[src/rtl/cpsr_unit.sv]
// rtl/cpsr_unit.sv - NZCV flag register with ALU/MSR update and SPSR stack for exception nesting
// Priority per cycle: exception entry, exception return, explicit write, ALU update, hold.
module cpsr_unit #(
  parameter int WIDTH = 32,
  parameter int DEPTH = 2
) (
  input  logic             clk,
  input  logic             rst,
  input  logic             validin,
  input  logic             shouldexecin,
  input  logic             setflagsin,
  input  logic             logicopin,
  input  logic [WIDTH-1:0] aluresultin,
  input  logic             alucarryin,
  input  logic             aluoverflowin,
  input  logic             shiftcarryin,
  input  logic             msrwritein,
  input  logic [3:0]       msrdatain,
  input  logic             excenterin,
  input  logic             excreturnin,
  output logic [3:0]       cpsrout,
  output logic [3:0]       cpsrfwdout,
  output logic [3:0]       spsrout,
  output logic             excactiveout,
  output logic             errout
);

  localparam int DW = $clog2(DEPTH + 1);
  localparam logic [DW-1:0] DMAX = DW'(DEPTH);

  logic [3:0]    cpsr;
  logic [3:0]    cpsr_next;
  logic [3:0]    stack [DEPTH];
  logic [3:0]    top;
  logic [3:0]    alu_flags;
  logic [DW-1:0] depth;
  logic [DW-1:0] depth_next;
  logic          push;
  logic          err;
  logic          err_next;
  logic          alu_en;

  // Flag layout is {V, N, C, Z}; logical ops keep V and take C from the shifter
  always_comb begin
    alu_flags = {logicopin ? cpsr[3] : aluoverflowin,
                 aluresultin[WIDTH-1],
                 logicopin ? shiftcarryin : alucarryin,
                 aluresultin == '0};
    alu_en    = validin & shouldexecin & setflagsin;
  end

  always_comb begin
    top = 4'b0000;
    for (int i = 0; i < DEPTH; i++) begin
      if (depth == DW'(i + 1)) top = stack[i];
    end
  end

  always_comb begin
    cpsr_next  = cpsr;
    depth_next = depth;
    push       = 1'b0;
    err_next   = 1'b0;
    if (excenterin) begin
      if (depth != DMAX) begin
        push       = 1'b1;
        depth_next = depth + DW'(1);
      end else begin
        err_next = 1'b1;
      end
    end else if (excreturnin) begin
      if (depth != '0) begin
        cpsr_next  = top;
        depth_next = depth - DW'(1);
      end else begin
        err_next = 1'b1;
      end
    end else if (msrwritein) begin
      cpsr_next = msrdatain;
    end else if (alu_en) begin
      cpsr_next = alu_flags;
    end
  end

  always_ff @(posedge clk or posedge rst) begin
    if (rst) begin
      cpsr  <= 4'b0000;
      depth <= '0;
      err   <= 1'b0;
      for (int i = 0; i < DEPTH; i++) stack[i] <= 4'b0000;
    end else begin
      cpsr  <= cpsr_next;
      depth <= depth_next;
      err   <= err_next;
      for (int i = 0; i < DEPTH; i++) begin
        if (push && depth == DW'(i)) stack[i] <= cpsr;
      end
    end
  end

  assign cpsrout      = cpsr;
  assign cpsrfwdout   = cpsr_next;
  assign spsrout      = top;
  assign excactiveout = (depth != '0);
  assign errout       = err;

endmodule
[config.mk]
export PLATFORM = sky130hd
export DESIGN_NAME = cpsr_unit
export DESIGN_NICKNAME = d
export VERILOG_FILES = /design/src/rtl/cpsr_unit.sv
export SDC_FILE = /design/constraint.sdc
export NUM_CORES = 1
export LEC_CHECK = 0
export ABC_AREA = 1
export CORE_ASPECT_RATIO = 2
export CORE_UTILIZATION = 30
export CTS_BUF_LIST = sky130_fd_sc_hd__clkbuf_16
export DETAILED_ROUTE_END_ITERATION = 7
export PLACE_DENSITY = 0.71
export SYNTH_ARGS = -nofsm -noshare
export SYNTH_HDL_FRONTEND = slang
export SYNTH_SLANG_ARGS = --single-unit
export TNS_END_PERCENT = 5
[constraint.sdc]
create_clock -name clk -period 1.3 [get_ports clk]
set_input_delay 0.13 -clock clk [delete_from_list [all_inputs] [get_ports clk]]
set_output_delay 0.13 -clock clk [all_outputs]
set_load 0.05 [all_outputs]
# --- After elaboration in Yosys (flattened, before gate mapping) ---
# Cells that the tools add are included.
totals:
  output_inout_bits: 14
  regBits: 15
  input_bits: 48
  n_memories: 0
  mem_bits_ro: 0
  wordCells: 40
  latchBits: 0
  mem_bits_rw: 0
classes:
  multipliers: 0
  n_eq_ne: 4
  reduce_logical: 8
  add_sub_neg: 2
  n_lt_le_gt_ge: 0
  muxes: 19
  n_bitwise: 2
  div: 0
  n_shift: 0
ops:
  columns: ["cell", "count"]
  rows:
  - ["$logic_not 32->1", 1]
  - ["$mux 4", 7]
  - ["$mux 1", 8]
  - ["$mux 2", 4]
  - ["$reduce_bool 2->1", 3]
  - ["$reduce_and 3->1", 1]
  - ["$add 2x1->2 const B", 1]
  - ["$and 1x1->1", 2]
  - ["$eq 2x1->1 const B", 1]
  - ["$eq 2x2->1 const B", 1]
  - ["$logic_and 1x1->1", 2]
  - ["$logic_not 2->1", 1]
  - ["$ne 2x1->1 const B", 1]
  - ["$ne 2x2->1 const B", 1]
  - ["$sub 2x1->2 const B", 1]

# --- Depth between registers and ports, before layout ---
# Gate-level depths: netlist of the first run.
depth:
  ltp_word: 6
  depth_mapped: 9
  depth_no_buf: 9

# --- Least setup slack after synthesis of the first run ---
# No wires, ideal clock.
synth_path:
  path_kind: "reg2reg"
  startpoint: "register depth[0]"
  endpoint: "register cpsr[3] (netlist: cpsrout[3])"
  setup_time_ns: 0.224
  slack_ns: -1.069
  path_stages_with_launch: 10
  period_less_slack_ns: 2.369
  arrival_time_ns: 2.145
  t_required_ns: 1.076
  n_path_buf: 0
  path_cell_list: "dfrtp_1 > inv_1 > ha_1 > inv_2 > nand3_1 > nand2_2 > nand2_1 > o21ai_1 > inv_1 > a31oi_1"
synth_via:
  elab_chain_cells: 6
  elab_cells_between_ends: 8
  classes_between: "eq/ne: 2; mux: 5; reduce/logical: 1"
synth_rtl:
  columns: ["element", "line_no", "rtl"]
  rows:
  - ["start: declaration", "36", "logic [DW-1:0] depth;"]
  - ["start signal: assignment", "93", "depth <= depth_next;"]
  - ["$eq 2x1->1", "55", "if (depth == DW'(i + 1)) top = stack[i];"]
  - ["$mux 4", "55", null]
  - ["$mux 4 (*)", "55", null]
  - ["named net spsrout[3]", "23", "output logic [3:0] spsrout,"]
  - ["$mux 4 (*)", "72", "if (depth != '0) begin"]
  - ["$mux 4 (*)", "71", "end else if (excreturnin) begin"]
  - ["$mux 4 (*)", "64", "if (excenterin) begin"]
  - ["named net cpsrfwdout[3]", "22", "output logic [3:0] cpsrfwdout,"]
  - ["end signal: assignment", "92", "cpsr <= cpsr_next;"]
  - ["end: declaration", "31", "logic [3:0] cpsr;"]
# The timed path passes the listed nets; every way through them passes the cells marked *.
# A chain may end at the register's enable or synchronous reset.

# --- Worst setup path in the final report of the first run ---
layout_path:
  startpoint: "register depth[1]"
  endpoint: "output cpsrfwdout[3]"
layout_via:
  elab_chain_cells: 6
  elab_cells_between_ends: 8
  classes_between: "eq/ne: 2; mux: 5; reduce/logical: 1"
layout_rtl:
  columns: ["element", "line_no"]
  rows:
  - ["$eq 2x1->1", "55"]
  - ["$mux 4 (2 in a row)", "55"]
  - ["$mux 4 (*)", "72"]
  - ["$mux 4 (*)", "71"]
  - ["$mux 4 (*)", "64"]
  - ["end: declaration", "22"]
# Mark *: on every way between the ends. The rest lies on a longest branch, timed or not.

==> results of run 1 <==
## layer usage
layer  GRT usage [%]  wire, um  vias up
met1            19.9      1210      577
met4            10.9       112        0
met2            44.5      2110       46
met3            2.39       117       11
li1                -         -      639
met5               0         0        -
## flip-flops by register name, indices dropped and copies added (netlist names)
register,flops
stack,8
errout,1
cpsrout,4
depth,2
## synthesized netlist by cell type, types with 2 or more instances
cell type / instances / area [um2]
sky130_fd_sc_hd__nand2_1: 36 / 135
sky130_fd_sc_hd__nor2_1: 29 / 109
sky130_fd_sc_hd__inv_1: 17 / 63.8
sky130_fd_sc_hd__dfrtp_1: 15 / 375
sky130_fd_sc_hd__o21ai_0: 11 / 55.1
sky130_fd_sc_hd__nand3_1: 6 / 30.0
sky130_fd_sc_hd__o211ai_1: 4 / 30.0
sky130_fd_sc_hd__ha_1: 3 / 37.5
sky130_fd_sc_hd__a21oi_1: 2 / 10.0
sky130_fd_sc_hd__nand2_2: 2 / 12.5
sky130_fd_sc_hd__o221ai_1: 2 / 17.5
## final cells by class
cell class              count  area (um2)
multi-input cells         106         694
repair buffers             88         952
clock buffers               3        75.1
fillers                   228         905
well taps                  31        38.8
clock inverters             1        5.00
flip-flops and latches     15         375
inverters                  18        75.1
## power by group through the flow
| stage | sequential, uW | combinational, uW | clock (uW) |
|---|---|---|---|
| floorplan | 958 | 1260 | 0 |
| global placement | 808 | 2640 | 0 |
| detailed placement | 817 | 2690 | 0 |
| CTS | 828 | 2890 | 616 |
| global route | 860 | 3190 | 643 |
| finish | 844 | 3000 | 615 |
## timing repair
item	4_1_cts	5_1_grt
gates resized for setup	10	9
endpoints found under the setup margin	24	24
pin swaps	4	5
hold endpoints to repair	0	0
gates cloned	0	0
buffers inserted	3	2
## worst paths after layout
path | end | slack (ns)
setup / recovery | cpsrfwdout[3] | -0.56
hold / removal | stack[1]$_DFFE_PP0P_ | 0.19
setup reg to reg | stack[5]$_DFFE_PP0P_ | -0.37
hold reg to reg | stack[1]$_DFFE_PP0P_ | 0.49
max in group asynchronous | cpsrout[3]$_DFF_PP0_ | 0.93
min in group clk | stack[1]$_DFFE_PP0P_ | 0.49
## per-stage QoR
stage	worst slack [ns]	hold slack (ns)	power (uW)	utilization, %	TNS, ns
final	-0.559	0.190	4460	71.0	-7.32
after floorplan	-0.377	0.0315	2210	-	-2.59
after detailed placement	-0.349	0.466	3510	65.1	-4.24
after CTS	-0.564	0.204	4330	69.6	-5.98
after global placement	-0.325	0.446	3450	65.1	-3.82
after global routing	-0.632	0.225	4690	71.0	-8.64
## worst reg2reg max path, delay by kind of cell (launching register included)
kind	cells	cell delay (ns)
AO/OA/AOI/OAI	1	0.10
flip-flops	1	0.40
adder cells (fa/ha/maj)	1	0.18
AND/OR/NAND/NOR	3	0.34
buffers and inverters	4	0.53
## kinds of logic after synthesis
| kind of cell | after synthesis | synth area share, % |
|---|---|---|
| AND/OR/NAND/NOR | 76 | 32.2 |
| AO/OA/AOI/OAI | 25 | 16.2 |
| buffers and inverters | 19 | 7.44 |
| flip-flops | 15 | 38.5 |
| adder cells (fa/ha/maj) | 3 | 3.85 |
| XOR/XNOR | 2 | 1.80 |
==> qor_table.md, run 1 <==
| Metric | Reported | Unit |
|:---|:---|:---|
| Net count reported at finish | 283 | - |
| Die height | 82.6 | um |
| Comb pwr share | 67.3 | % |
| Final setup vio count | 24 | - |
| Critical-path cell list | buf_6 > ha_4 > inv_6 > nand3_4 > nand2_4 > nand2_1 > o21ai_1 > inv_1 > a31oi_4 > buf_12 | - |
| Largest net degree at the start of global routing | 16 | - |
| Clock transition at the registers of the reported paths | 0.05 | ns |
| Required time at the worst-slack endpoint | 1.17 | ns |
| Number of buffers created by CTS | 3 | - |
| Critical path arrival | 1.73 | ns |
| Flops & latches, synth | 15 | - |
| X dimension of the die | 42.3 | um |
| Sequential area share after synthesis | 38.5 | % |
| Core Rows | 29 | - |
| Switching Share | 43.0 | % |
| Delay-heaviest family, CP | buffers and inverters | - |
| Post-route worst setup slack | -0.559 | ns |
| Peak per-stage delay on the critical path | 0.40 | ns |
| Global-route total usage across every layer | 21.6 | % |
| Result of the run | finished, violations left | - |
| Slowest library cell on the worst path | sky130_fd_sc_hd__dfrtp_1 | - |
| Number of max-capacitance violations reported | 0 | - |
| LEAKAGE | 0.000987 | uW |
| Count of input and output buffers | 61 | - |
| Clk sinks | 15 | - |
| Failing checks | negative setup slack | - |
| Drt total wl | 3560 | um |
| Most common cell after layout, fill and taps aside | sky130_fd_sc_hd__clkdlybuf4s50_1 | - |
| Worst setup SP type | flip-flop | - |
| Diode insertion count for antenna repair | 0 | - |
| Number of iterations in the first detailed-routing pass | 4 | - |
| Maximum fanout along the worst path | 5 | - |
| Post-Syn Instances | 140 | - |
| Worst clock skew | 0.00232 | ns |
| Via-per-instance ratio | 4.86 | - |
| Total placed cells including tap cells | 253 | - |
| Half-perimeter wire length after detailed placement | 2770 | um |
| Stages on the worst setup path | 10 | - |
| TritonCTS clock tree | built | - |
| Final weighted congestion in routability-driven placement | 0.787 | - |
| Synthesized net count | 191 | - |
| Clock insertion delay at the later pin of the skew report | 0.25 | ns |
| Effective utilization at floorplan | 31.2 | % |
| Top-Level Pins | 62 | - |
| Power dissipated by switching net loads | 1920 | uW |
| Slew of the pin with the lowest slew margin | 0.296 | ns |
| Antenna violations before repair | 0 | - |
| Number of library cell types mapped by synthesis | 24 | - |
| Post-detailed-placement cell area | 0.00203 | mm2 |
| Ys flop type | sky130_fd_sc_hd__dfrtp_1 | - |
| Detailed-route wire length per cell | 13.6 | um |
| Beginning of the critical path | depth[1]$_DFFE_PP0P_ | - |
| Final ANT Viol Nets | 0 | - |
| Via count of the first global-routing pass | 1361 | - |
| Reg-to-Reg Start | depth[1]$_DFFE_PP0P_ | - |
| Power per cell area | 2010 | mW/mm2 |
| Finished layout cell area | 0.00222 | mm2 |
| Setup repair after global routing missed its margin | yes | - |
| Wire length of the first global-routing pass | 5790 | um |
| Min Tclk post-route | 1.86 | ns |
| H-tree lvl count | 1 | - |
| Combined area of all synthesized cells | 975 | um2 |
| Number of hold violations in the final report | 0 | - |
| Type of the most critical hold path | primary input to asynchronous set/reset pin | - |
| Seq pwr share | 18.9 | % |
| Clock tree buffer depth | 2 | - |
| Internal power of the cells | 2540 | uW |
| Die footprint | 0.00349 | mm2 |
| Depth of the worst register-to-register path | 9 | - |
| Buffers & Inverters on Critical Path | 4 | - |
| Final cell count without fillers | 262 | - |
| Worst setup EP type | output pin | - |
| Final period utilization | 143 | % |
| Syn-to-layout area delta | 127 | % |
| Cell at the root of the clock tree | sky130_fd_sc_hd__clkbuf_16 | - |
| Commonest non-fill, non-tap cells in the layout | 47 x sky130_fd_sc_hd__clkdlybuf4s50_1, 32 x sky130_fd_sc_hd__nand2_1, 28 x sky130_fd_sc_hd__nor2_1, 25 x sky130_fd_sc_hd__buf_4, 15 x sky130_fd_sc_hd__dfrtp_1 | - |
| Post-synthesis area per instance | 6.96 | um2 |
| Post-route DRC | 0 | - |
| Clock Power Share | 13.8 | % |
| Number of DRC markers in iteration 0 | 26 | - |
| Synth warn | 0 | - |
| Hold buffers post-CTS | 0 | - |
| Achievable clock frequency | 538 | MHz |
| IR drop worst, VDD | 1630 | uV |
| Start-to-end type of the worst setup path | flip-flop to output pin | - |
| Share of flip-flops with an asynchronous set or reset after synthesis | 100 | % |
| Total gr overflow | 0 | - |
| Slew Limit Headroom | 80.2 | % |
| Post-synth EDFFs | 0 | - |
| Core Footprint | 0.00312 | mm2 |
| Final-report max-slew violation count | 0 | - |
| Total number of vias | 1273 | - |
| Ratio of cells with drive above 1 in the final layout | 30.3 | % |
Power figures use the tool's default switching activity.
==> run 2, diff against run 1 <==
--- a/config.mk
+++ b/config.mk
@@ -9,8 +9,10 @@
 export CORE_ASPECT_RATIO = 2
 export CORE_UTILIZATION = 30
 export CTS_BUF_LIST = sky130_fd_sc_hd__clkbuf_16
+export CTS_CLUSTER_SIZE = 12
 export DETAILED_ROUTE_END_ITERATION = 7
 export PLACE_DENSITY = 0.71
+export SKIP_LAST_GASP = 1
 export SYNTH_ARGS = -nofsm -noshare
 export SYNTH_HDL_FRONTEND = slang
 export SYNTH_SLANG_ARGS = --single-unit
==> qor_table.md, run 2 (same netlist as run 1, synthesis figures left out) <==
| Metric | Reported | Unit |
|:---|:---|:---|
| Clock insertion delay at the later pin of the skew report | 0.25 | ns |
| Die footprint | 0.00349 | mm2 |
| Via-per-instance ratio | 4.89 | - |
| Total number of vias | 1275 | - |
| Syn-to-layout area delta | 125 | % |
| Wire length of the first global-routing pass | 5690 | um |
| Ratio of cells with drive above 1 in the final layout | 28.7 | % |
| Top-Level Pins | 62 | - |
| IR drop worst, VDD | 1640 | uV |
| Critical-path cell list | inv_2 > ha_4 > buf_6 > nand2_4 > nand2_4 > nand2_2 > o21ai_2 > inv_1 > a31oi_4 > buf_12 | - |
| Type of the most critical hold path | primary input to asynchronous set/reset pin | - |
| X dimension of the die | 42.3 | um |
| Hold buffers post-CTS | 0 | - |
| Internal power of the cells | 2490 | uW |
| Peak per-stage delay on the critical path | 0.39 | ns |
| Largest reg by FF count | stack | - |
| Slew Limit Headroom | 80.1 | % |
| Layout filler cell count | 230 | - |
| Achievable clock frequency | 538 | MHz |
| Power dissipated by switching net loads | 1890 | uW |
| Stages on the worst setup path | 10 | - |
| Required time at the worst-slack endpoint | 1.17 | ns |
| Result of the run | finished, violations left | - |
| Power per cell area | 2000 | mW/mm2 |
| LEAKAGE | 0.000978 | uW |
| Total gr overflow | 0 | - |
| Count of input and output buffers | 61 | - |
| Worst setup SP type | flip-flop | - |
| Setup TNS Final | -7.73 | ns |
| Clock Power Share | 14.0 | % |
| Switching Share | 43.1 | % |
| Buffers & Inverters on Critical Path | 4 | - |
| Final period utilization | 143 | % |
| Post-route DRC | 0 | - |
| Number of max-capacitance violations reported | 0 | - |
| Global-route total usage across every layer | 21.3 | % |
| Die height | 82.6 | um |
| Seq pwr share | 19.1 | % |
| Core Footprint | 0.00312 | mm2 |
| Minimum hold slack | 0.192 | ns |
| Critical path arrival | 1.73 | ns |
| H-tree lvl count | 1 | - |
| Number of hold violations in the final report | 0 | - |
| Worst clock skew | 0.00216 | ns |
| Drt total wl | 3530 | um |
| Failing checks | negative setup slack | - |
| Diode insertion count for antenna repair | 0 | - |
| TritonCTS clock tree | built | - |
| Number of iterations in the first detailed-routing pass | 6 | - |
| Setup repair after global routing missed its margin | yes | - |
| Clk sinks | 15 | - |
| Most common cell after layout, fill and taps aside | sky130_fd_sc_hd__clkdlybuf4s50_1 | - |
| Maximum fanout along the worst path | 5 | - |
| Delay-heaviest family, CP | buffers and inverters | - |
| Post-route worst setup slack | -0.558 | ns |
| Core Rows | 29 | - |
| Largest register FFs | 8 | - |
| Slew of the pin with the lowest slew margin | 0.297 | ns |
| Clock transition at the registers of the reported paths | 0.05 | ns |
| Commonest non-fill, non-tap cells in the layout | 47 x sky130_fd_sc_hd__clkdlybuf4s50_1, 33 x sky130_fd_sc_hd__nand2_1, 29 x sky130_fd_sc_hd__nor2_1, 25 x sky130_fd_sc_hd__buf_4 | - |
| Number of buffers created by CTS | 3 | - |
| Slowest library cell on the worst path | sky130_fd_sc_hd__dfrtp_1 | - |
| Start-to-end type of the worst setup path | flip-flop to output pin | - |
| Final-report max-slew violation count | 0 | - |
| Largest net degree at the start of global routing | 16 | - |
| Clock tree buffer depth | 2 | - |
| Half-perimeter wire length after detailed placement | 2770 | um |
| Most common cell on crit path | sky130_fd_sc_hd__nand2_4 | - |
| Antenna violations before repair | 0 | - |
| Final ANT Viol Nets | 0 | - |
| Cell at the root of the clock tree | sky130_fd_sc_hd__clkbuf_16 | - |
| Effective utilization at floorplan | 31.2 | % |
| Detailed-route wire length per cell | 13.5 | um |
| Final setup vio count | 24 | - |
| Depth of the worst register-to-register path | 7 | - |
| Net count reported at finish | 282 | - |
| Min Tclk post-route | 1.86 | ns |
| Final weighted congestion in routability-driven placement | 0.787 | - |
| Worst setup EP type | output pin | - |
| Number of DRC markers in iteration 0 | 27 | - |
| Via count of the first global-routing pass | 1352 | - |
| Comb pwr share | 66.9 | % |
==> run 2: timing repair <==
action,in CTS,in global routing
pin swaps,3,4
resized for setup,5,7
endpoints found under the setup margin,24,24
setup buffers,3,1
==> run 2: layout make-up <==
cell class	count	area [um2]	share of cell area, %
inverter	18	72.6	3.31
tap	31	38.8	1.77
sequential	15	375	17.1
clock buffer	3	75.1	3.42
timing repair buffer	87	941	42.9
multi-input combinational	106	686	31.3
clock inverter	1	5.00	0.228
==> run 2: power groups by stage <==
stage	Sequential [uW]	Combinational, uW	Clock [uW]
6_report	839	2930	612
5_1_grt	860	3110	634
4_1_cts	825	2850	616
3_5_place_dp	817	2690	0
3_3_place_gp	808	2640	0
2_1_floorplan	958	1260	0
==> run 2: tightest hold or removal path: stages <==
cell                              delay, ns
sky130_fd_sc_hd__clkdlybuf4s50_1       0.39
sky130_fd_sc_hd__inv_1                 0.06
sky130_fd_sc_hd__buf_4                 0.23
==> run 2: path summary, 6_finish.rpt <==
check | from | to | slack, ns
worst max-delay path | depth[0]$_DFFE_PP0P_ | cpsrfwdout[3] | -0.56
worst min-delay path | rst | stack[1]$_DFFE_PP0P_ | 0.19
worst max register to register | depth[1]$_DFFE_PP0P_ | stack[2]$_DFFE_PP0P_ | -0.44
worst min register to register | stack[1]$_DFFE_PP0P_ | stack[1]$_DFFE_PP0P_ | 0.49
max in group asynchronous | rst | cpsrout[2]$_DFF_PP0_ | 0.92
min in group clk | stack[1]$_DFFE_PP0P_ | stack[1]$_DFFE_PP0P_ | 0.49
==> run 2: per-stage QoR <==
step / util [%] / instance area, um2 / worst slack [ns] / total power (uW) / instances
after global routing: 70.3 / 2190 / -0.636 / 4600 / 261
after floorplan: - / 1090 / -0.377 / 2210 / 140
after detailed placement: 65.1 / 2030 / -0.349 / 3510 / 253
after CTS: 69.2 / 2160 / -0.564 / 4300 / 260
final: 70.3 / 2190 / -0.558 / 4380 / 261
after global placement: 65.1 / 2030 / -0.325 / 3450 / 253
==> run 2: metal layers <==
layer | GRT usage, % | vias to the layer above | share of wire (%)
met5 | 0 | - | 0
met4 | 10.9 | 0 | 1.5
met3 | 3.04 | 5 | 3.5
met2 | 43.7 | 44 | 61
met1 | 19.1 | 591 | 34
li1 | - | 635 | -
==> run 3, diff against run 2 <==
==> constraint.sdc (replaced) <==
create_clock -name clk -period 1.64 [get_ports clk]
set_input_delay 0.328 -clock clk [delete_from_list [all_inputs] [get_ports clk]]
set_output_delay 0.328 -clock clk [all_outputs]
set_load 0.05 [all_outputs]
==> qor_table.md, run 3 (same netlist as run 1, synthesis figures left out) <==
| Metric | Reported | Unit |
|:---|:---|:---|
| Setup TNS Final | -2.40 | ns |
| Diode insertion count for antenna repair | 0 | - |
| IR drop worst, VDD | 1120 | uV |
| Worst clock skew | 0.00140 | ns |
| Clock transition at the registers of the reported paths | 0.05 | ns |
| Post-detailed-placement cell area | 0.00193 | mm2 |
| Detailed-route wire length per cell | 13.1 | um |
| Largest reg by FF count | stack | - |
| Slew of the pin with the lowest slew margin | 0.569 | ns |
| Core Rows | 29 | - |
| Maximum fanout along the worst path | 5 | - |
| Global-route total usage across every layer | 21.3 | % |
| H-tree lvl count | 1 | - |
| Total placed cells including tap cells | 251 | - |
| Failing checks | negative setup slack | - |
| Worst setup EP type | output pin | - |
| Power per cell area | 1560 | mW/mm2 |
| Setup repair after global routing missed its margin | yes | - |
| Number of DRC markers in iteration 0 | 10 | - |
| Final-report max-slew violation count | 0 | - |
| Drt total wl | 3370 | um |
| Number of buffers created by CTS | 3 | - |
| Final setup vio count | 8 | - |
| Clock tree buffer depth | 2 | - |
| Largest net degree at the start of global routing | 16 | - |
| Antenna violations before repair | 0 | - |
| Final cell count without fillers | 258 | - |
| Worst setup SP type | flip-flop | - |
| Total gr overflow | 0 | - |
| Ratio of cells with drive above 1 in the final layout | 28.2 | % |
| Total number of vias | 1261 | - |
| Net count reported at finish | 279 | - |
| Buffers & Inverters on Critical Path | 4 | - |
| Type of the most critical hold path | primary input to asynchronous set/reset pin | - |
| Finished layout cell area | 0.00209 | mm2 |
| FF-to-FF setup slack | 0.09 | ns |
| Clk sinks | 15 | - |
| Wire length of the first global-routing pass | 5690 | um |
| Critical-path cell list | inv_2 > ha_4 > buf_6 > nand2_2 > nand2_4 > nand2_2 > o21ai_1 > inv_1 > a31oi_4 > buf_12 | - |
| Most common cell on crit path | sky130_fd_sc_hd__nand2_2 | - |
| Critical path arrival | 1.75 | ns |
| Slowest library cell on the worst path | sky130_fd_sc_hd__dfrtp_1 | - |
| Final core utilization | 66.9 | % |
| Minimum hold slack | 0.444 | ns |
| Via-per-instance ratio | 4.89 | - |
| Top-Level Pins | 62 | - |
| Number of hold violations in the final report | 0 | - |
| Count of input and output buffers | 61 | - |
| Half-perimeter wire length after detailed placement | 2900 | um |
| Commonest non-fill, non-tap cells in the layout | 47 x sky130_fd_sc_hd__clkdlybuf4s50_1, 31 x sky130_fd_sc_hd__nand2_1, 28 x sky130_fd_sc_hd__nor2_1, 26 x sky130_fd_sc_hd__buf_4 | - |
| Achievable clock frequency | 482 | MHz |
| Slew Limit Headroom | 62.0 | % |
| Die footprint | 0.00349 | mm2 |
| Die height | 82.6 | um |
| Effective utilization at floorplan | 31.2 | % |
| Peak per-stage delay on the critical path | 0.38 | ns |
| Number of iterations in the first detailed-routing pass | 4 | - |
| Post-route worst setup slack | -0.433 | ns |
| Number of max-capacitance violations reported | 0 | - |
| Delay-heaviest family, CP | buffers and inverters | - |
| Largest register FFs | 8 | - |
| LEAKAGE | 0.000940 | uW |
| Via count of the first global-routing pass | 1385 | - |
| Syn-to-layout area delta | 114 | % |
| Start-to-end type of the worst setup path | flip-flop to output pin | - |
| X dimension of the die | 42.3 | um |
| Min Tclk post-route | 2.07 | ns |
| Required time at the worst-slack endpoint | 1.31 | ns |
| Cell at the root of the clock tree | sky130_fd_sc_hd__clkbuf_16 | - |
| Hold buffers post-CTS | 0 | - |
| Core Footprint | 0.00312 | mm2 |
| Clock insertion delay at the later pin of the skew report | 0.24 | ns |
| TritonCTS clock tree | built | - |
| Final period utilization | 126 | % |
| Final ANT Viol Nets | 0 | - |
| Post-route DRC | 0 | - |
| Most common cell after layout, fill and taps aside | sky130_fd_sc_hd__clkdlybuf4s50_1 | - |
| Result of the run | finished, violations left | - |
| Final weighted congestion in routability-driven placement | 0.915 | - |
[run 3: path summary, 6_finish.rpt]
path,start,end,cells after the start
max in group asynchronous,rst,errout$_DFF_PP0_,2
setup reg to reg,depth[1]$_DFFE_PP0P_,stack[2]$_DFFE_PP0P_,7
setup / recovery,depth[0]$_DFFE_PP0P_,cpsrfwdout[3],10
hold / removal,rst,cpsrout[0]$_DFF_PP0_,2
hold reg to reg,stack[1]$_DFFE_PP0P_,stack[1]$_DFFE_PP0P_,2
min in group clk,stack[1]$_DFFE_PP0P_,stack[1]$_DFFE_PP0P_,2
[run 3: routing by layer]
metal  up-vias  wire, um  global-route usage, %
met2        60      1890                   42.3
li1        621         -                      -
met5         -         0                      0
met1       569      1050                   18.2
met3        11       304                   6.09
met4         0       123                   11.6
[run 3: where the power goes]
part / internal (uW) / switching [uW]
sequential: 527 / 117
combinational: 1010 / 1150
clock: 322 / 140
[run 3: per-stage QoR]
step / setup WS, ns / power, uW
after floorplan: -0.217 / 1710
after global placement: -0.439 / 2580
after detailed placement: -0.441 / 2630
after CTS: -0.430 / 3120
after global routing: -0.527 / 3470
final: -0.433 / 3270
[run 3: worst reg2reg max path, delay by kind of cell, from the launching register on]
kind            cells  cell delay, ns
simple gates        3            0.47
compound gates      1            0.09
flops               1            0.40
fa+ha+maj           1            0.18
buf+inv             2            0.27
[run 3: what timing repair did]
| action | 4_1_cts | 5_1_grt |
|---|---|---|
| endpoints found under the setup margin | 9 | 17 |
| pin swaps | 0 | 5 |
| buffers inserted | 0 | 3 |
| resized for setup | 2 | 13 |
[run 3: cell type report]
cell class / count / area [um2]
Clock buffer: 3 / 75.1
Multi-Input combinational cell: 106 / 654
Clock inverter: 1 / 3.75
Timing Repair Buffer: 84 / 868
Inverter: 18 / 72.6
Fill cell: 263 / 1030
Sequential cell: 15 / 375
Tap cell: 31 / 38.8
